--- src/rtl/alu_arbiter.sv ---
// Two-requester front end for a shared combinational ALU: arbitrate, issue, capture, hand back.
// Define ALU_ARB_RR_EN for round-robin arbitration; default is fixed priority (requester 0 first).
module alu_arbiter #(
  parameter int unsigned DATA_W = 32,
  parameter int unsigned OP_W   = 6
) (
  input  logic              clk,
  input  logic              rst_n,
  input  logic              req0_valid,
  output logic              req0_ready,
  input  logic [OP_W-1:0]   req0_op,
  input  logic [DATA_W-1:0] req0_a,
  input  logic [DATA_W-1:0] req0_b,
  input  logic              req1_valid,
  output logic              req1_ready,
  input  logic [OP_W-1:0]   req1_op,
  input  logic [DATA_W-1:0] req1_a,
  input  logic [DATA_W-1:0] req1_b,
  output logic [OP_W-1:0]   alu_op,
  output logic [DATA_W-1:0] alu_a,
  output logic [DATA_W-1:0] alu_b,
  input  logic [DATA_W-1:0] alu_result,
  input  logic              alu_condition,
  output logic              rsp_valid,
  input  logic              rsp_ready,
  output logic              rsp_id,
  output logic [DATA_W-1:0] rsp_result,
  output logic              rsp_condition
);

  typedef enum logic [1:0] {IDLE, EXEC, RESP} state_t;

  state_t            state, state_next;
  logic [OP_W-1:0]   op_q;
  logic [DATA_W-1:0] a_q, b_q;
  logic              owner_q;
  logic              last_grant;
  logic              any_valid;
  logic              winner;
  logic              accept;

  // With no requester valid the winner is irrelevant; holding last_grant keeps it defined.
  always_comb begin
    any_valid = req0_valid | req1_valid;
`ifdef ALU_ARB_RR_EN
    if (req0_valid && req1_valid) winner = ~last_grant;
    else if (req0_valid)          winner = 1'b0;
    else if (req1_valid)          winner = 1'b1;
    else                          winner = last_grant;
`else
    if (req0_valid)      winner = 1'b0;
    else if (req1_valid) winner = 1'b1;
    else                 winner = last_grant;
`endif
  end

  assign accept     = (state == IDLE) && any_valid;
  assign req0_ready = accept && !winner;
  assign req1_ready = accept && winner;

  assign alu_op = op_q;
  assign alu_a  = a_q;
  assign alu_b  = b_q;

  always_ff @(posedge clk or negedge rst_n) begin
    if (!rst_n) state <= IDLE;
    else        state <= state_next;
  end

  always_comb begin
    state_next = state;
    case (state)
      IDLE:    if (accept) state_next = EXEC;
      EXEC:    state_next = RESP;
      RESP:    if (rsp_ready) state_next = IDLE;
      default: state_next = IDLE;
    endcase
  end

  always_ff @(posedge clk or negedge rst_n) begin
    if (!rst_n) begin
      op_q          <= '0;
      a_q           <= '0;
      b_q           <= '0;
      owner_q       <= 1'b0;
      last_grant    <= 1'b1;
      rsp_valid     <= 1'b0;
      rsp_id        <= 1'b0;
      rsp_result    <= '0;
      rsp_condition <= 1'b0;
    end else begin
      case (state)
        IDLE: begin
          if (accept) begin
            op_q       <= winner ? req1_op : req0_op;
            a_q        <= winner ? req1_a  : req0_a;
            b_q        <= winner ? req1_b  : req0_b;
            owner_q    <= winner;
            last_grant <= winner;
          end
        end
        EXEC: begin
          rsp_result    <= alu_result;
          rsp_condition <= alu_condition;
          rsp_id        <= owner_q;
          rsp_valid     <= 1'b1;
        end
        RESP: begin
          if (rsp_ready) rsp_valid <= 1'b0;
        end
        default: ;
      endcase
    end
  end

endmodule

--- config.mk ---
export PLATFORM = sky130hd
export DESIGN_NAME = alu_arbiter
export DESIGN_NICKNAME = d
export VERILOG_FILES = /design/src/rtl/alu_arbiter.sv
export SDC_FILE = /design/constraint.sdc
export NUM_CORES = 1
export LEC_CHECK = 0
export CORE_MARGIN = 2
export CORE_UTILIZATION = 37
export DETAILED_ROUTE_END_ITERATION = 12
export PLACE_DENSITY = 0.78
export SLEW_MARGIN = 15
export SYNTH_ARGS = -nofsm -noshare
export SYNTH_HDL_FRONTEND = slang
export SYNTH_SLANG_ARGS = --single-unit
--- constraint.sdc ---
create_clock -name clk -period 1.9 [get_ports clk]
set_input_delay 0.285 -clock clk [delete_from_list [all_inputs] [get_ports clk]]
set_output_delay 0.285 -clock clk [all_outputs]
set_load 0.03 [all_outputs]
Yosys cells after proc, flatten, opt, wreduce, memory -nomap -nowiden
Index checks and enable logic that the tools add are counted. W data, S select, Z words.

Input bits: 178. Output and inout port bits: 107. Word-level logic and storage cells: 34. Register bits after elaboration: 109.

Eq/ne operators: 4. Bitwise operators: 1. Muxes and demuxes: 10. Reduce and logical (&&, ||, !) cells: 9.

Operators by type and width (number): $mux W32 (2); $mux W6 (1); $pmux W2 S3 (1); $reduce_and A2 Y1 (3); $mux W2 (2); $ne A2 B2 Y1 const B (2); $logic_and A1 B1 Y1 (3); $mux W1 (3); $eq A2 B1 Y1 const B (1); $eq A2 B2 Y1 const B (1); $logic_not A2 Y1 (1); $pmux W1 S2 (1); $reduce_bool A2 Y1 (1); $logic_not A1 Y1 (1); $or A1 B1 Y1 (1).

Depth between registers and ports, before layout
Depth in word-level cells: 4. Mapped depth: 5.

Worst setup path after synthesis
OpenSTA, ideal clock, no wires.

Path type: register to output. Start point: register state[1]. End point: output port req0_ready. Path buffers: 1. Cell stages (with the launch flop): 4. Path slack: 0.418 ns. Data arrival time: 1.197 ns. Path through: dfrtp_1 > nor2_2 > clkbuf_1 > and2_1.

Longest elaborated chain between the ends: 3.

Ends and longest elaborated chain: from (decl) (RTL line 33) `state_t state, state_next;`; from (signal assigned) (RTL line 67) `else state <= state_next;`; $logic_not A2 Y1 (RTL line 57) `assign accept = (state == IDLE) && any_valid;`; $logic_and A1 B1 Y1 (RTL line 57); $logic_and A1 B1 Y1 (RTL line 58) `assign req0_ready = accept && !winner;`; to (decl) (RTL line 10) `output logic req0_ready,`.

No other way between the ends.

Worst setup path after layout
Start point: register state[1]. End point: output port req1_ready.

Longest elaborated chain between the ends: 3.

Ends and longest elaborated chain: $logic_not A2 Y1 (RTL line 57); $logic_and A1 B1 Y1 (RTL line 57); $logic_and A1 B1 Y1 (RTL line 59) `assign req1_ready = accept && winner;`; to (decl) (RTL line 15) `output logic req1_ready,`.

No other way between the ends.

==> results.md <==
- CTS Root Cell: clkbuf_16
- Fin crit period: 1.84 ns
- Most numerous cell in the Yosys netlist: dfrtp_1
- Largest net degree at the start of global routing: 51
- PD cells: 1760 nW/µm²
- H-tree depth: 3
- Achievable Freq: 545 MHz
- Synth Area in Adders: 0%
- Number of global-route vias before repair: 4359
- Layout cells sized above 1: 6.70%
- Post-synthesis mux area share: 8.34%
- Grt ovf: 0
- Longest Clk Path Bufs: 2
- Syn avg cell area: 13.9 µm²
- Diodes inserted: 0
- Row count: 40
- DR vias: 4084
- Clock Latency Late Sink: 0.34 ns
- Setup TNS: 0 ns
- Drt total wl: 15300 µm
- Top_reg_cell synth: dfrtp_1
- Global Route Usage Sum: 22.7%
- Total leakage power: 0.00349 µW
- CP Launch Point: state[1]
- Fin crit share: 96.6%
- Initial antenna violation count: 0
- CTS tree: built
- Share of the synthesized area in the top cell type: 58.9%
- DR WL/cell: 19.7 µm
- Initial Utilization: 38.0%
- DIE HEIGHT: 115 µm
- Post-synthesis cell count: 331
- CTS buffer count: 9
- Simple-Gate Fraction of Synth Area: 10.5%
- DRC violations left: 0
- Core box area: 12100 µm²
- Outcome: complete, no violations
- CP endpoint kind: output pin
- Clock transition at path regs: 0.07 ns
- Starting DRC count in detailed routing: 252
- Average vias per placed instance: 5.24
- CP required: 1.62 ns
- Post-Route Skew: 0.00556 ns
- Drt pass-1 iters: 4
- Antenna-violating nets left: 0
- Syn. warnings: 0
- Worst-Margin Slew: 0.456 ns
- Max-slew headroom: 69.6%
- Seq/Total Area, Yosys: 58.9%
- Synth cell types: 21
- P&R area growth vs syn: 71.9%
- Die area: 13300 µm²
- Overall Power: 13900 µW
- GPL Wtd Cong: 0.788
- HP Class: in2async
- XOR/XNOR Fraction of Synth Area: 0%
- Crit Path Max Fanout: 4
- Max_cap viols: 0
- Area contributors post-synth: dfrtp_1 (59%), a221o_1 (15%), and3_1 (9.5%)
- Die W: 115 µm
- CP Class: reg2out
- Mapped Area: 4590 µm²
- Endpoints failing setup: 0
- Startpoint Class: register
- Sink Count: 108
- Compound-cell area share of the yosys netlist: 16.0%
- Syn Nets: 509
- Largest family of logic cells by synthesized area: compound AO/OA/AOI/OAI gates
- # IOs: 285
- RSZ-0062 raised after global routing: false
- FF+latch count, synth: 108
- Port Buf Inserts: 284
- Global-route wire length before repair: 23300 µm
- Worst vdd ir: 0.861 mV
- Detail Placement HPWL: 11300 µm
- Slew Limit Fails: 0
- Crit path DAT: 1.55 ns
- Layout Nets: 785
- Post-synth top cells: dfrtp_1 (108), a221o_1 (70), and3_1 (70)
- Post-synth EDFFs: 0
- Cell taking the most area after synthesis: dfrtp_1
- R2r startpoint: state[1]
- Post-synthesis async set-or-reset flop share: 100%
- Final hold vios: 0
## worst max-delay path, cell delays in order, from the launching register on
cell	delay (ns)
dfrtp_2	0.44
or2_1	0.27
nor3b_4	0.31
buf_6	0.19
## sequential cells by signal, indices dropped and copies added, names as in the netlist
signal,cells
owner_q,1
rsp_id,1
rsp_valid,1
alu_op,6
alu_a,32
alu_b,32
rsp_condition,1
state,2
rsp_result,32
## power breakdown
part / internal [µW] / switching [µW]
Clock: 1260 / 827
Sequential: 3460 / 697
Combinational: 3500 / 4120
## final cells by class
| class | instances | area (µm²) |
|---|---|---|
| multi-input cells | 186 | 1620 |
| inverters | 3 | 11.3 |
| clock inverters | 4 | 70.1 |
| repair buffers | 299 | 3000 |
| fillers | 925 | 4180 |
| well taps | 168 | 210 |
| clock buffers | 12 | 267 |
| flip-flops and latches | 108 | 2710 |
## cells in the final DEF, fill, tap and decap left out, drive strengths merged
cell,netlist,routed
bufinv,0,2
dlygate4sd3,0,1
a21oi,2,2
and3,70,70
o21ai,2,2
nor3b,1,1
dfrtp,108,108
nor2b,1,1
or2,1,1
mux2,34,34
and2,1,1
inv,3,3
clkinv,0,2
a221o,70,70
a21o,1,1
buf,24,18
nor2,3,3
clkbuf,10,12
clkdlybuf4s50,0,280
## cells by family (layout without fill, tap and decap cells)
family	Yosys count	after routing
muxes	34	34
AOI/OAI and AO/OA	75	75
and+or+nand+nor	77	77
buffers and inverters	37	318
DFF	108	108
## worst paths after layout
kind | end | slack (ns) | cells past startpoint
max | req1_ready | 0.06 | 3
min | rsp_result[16] | 0.43 | 2
max reg2reg | alu_a[11] | 0.26 | 4
min reg2reg | rsp_result[1] | 0.49 | 1
max in group asynchronous | rsp_result[13] | 0.79 | 3
min in group clk | owner_q | 0.47 | 3
## metrics by stage
stage / utilization, % / area, µm² / instances / worst slack (ns) / hold WS, ns
after CTS: 65.2 / 7870 / 779 / 0.0181 / 0.437
final: 65.4 / 7890 / 780 / 0.0649 / 0.425
after detailed placement: 62.4 / 7520 / 762 / 0.150 / 0.262
after floorplan: - / 4590 / 331 / 0.418 / -0.0106
after global placement: 62.4 / 7520 / 762 / 0.208 / 0.255
after global routing: 65.4 / 7890 / 780 / 0.00397 / 0.458
## what timing repair did
action                                  CTS  global route
buffers inserted                          0             1
hold endpoints to repair                 30             0
resized for setup                         0             4
endpoints found under the setup margin    0             2
hold buffers                              1             0
## metal layers
layer  GRT usage (%)  up-vias  share of wire, %
met1            26.3     2011                38
met3            5.48       36               7.9
li1                -     1838                 -
met2            39.7      199                50
met5               0        -                 0
met4            10.4        0               3.4
(Power assumes the default switching activity.)
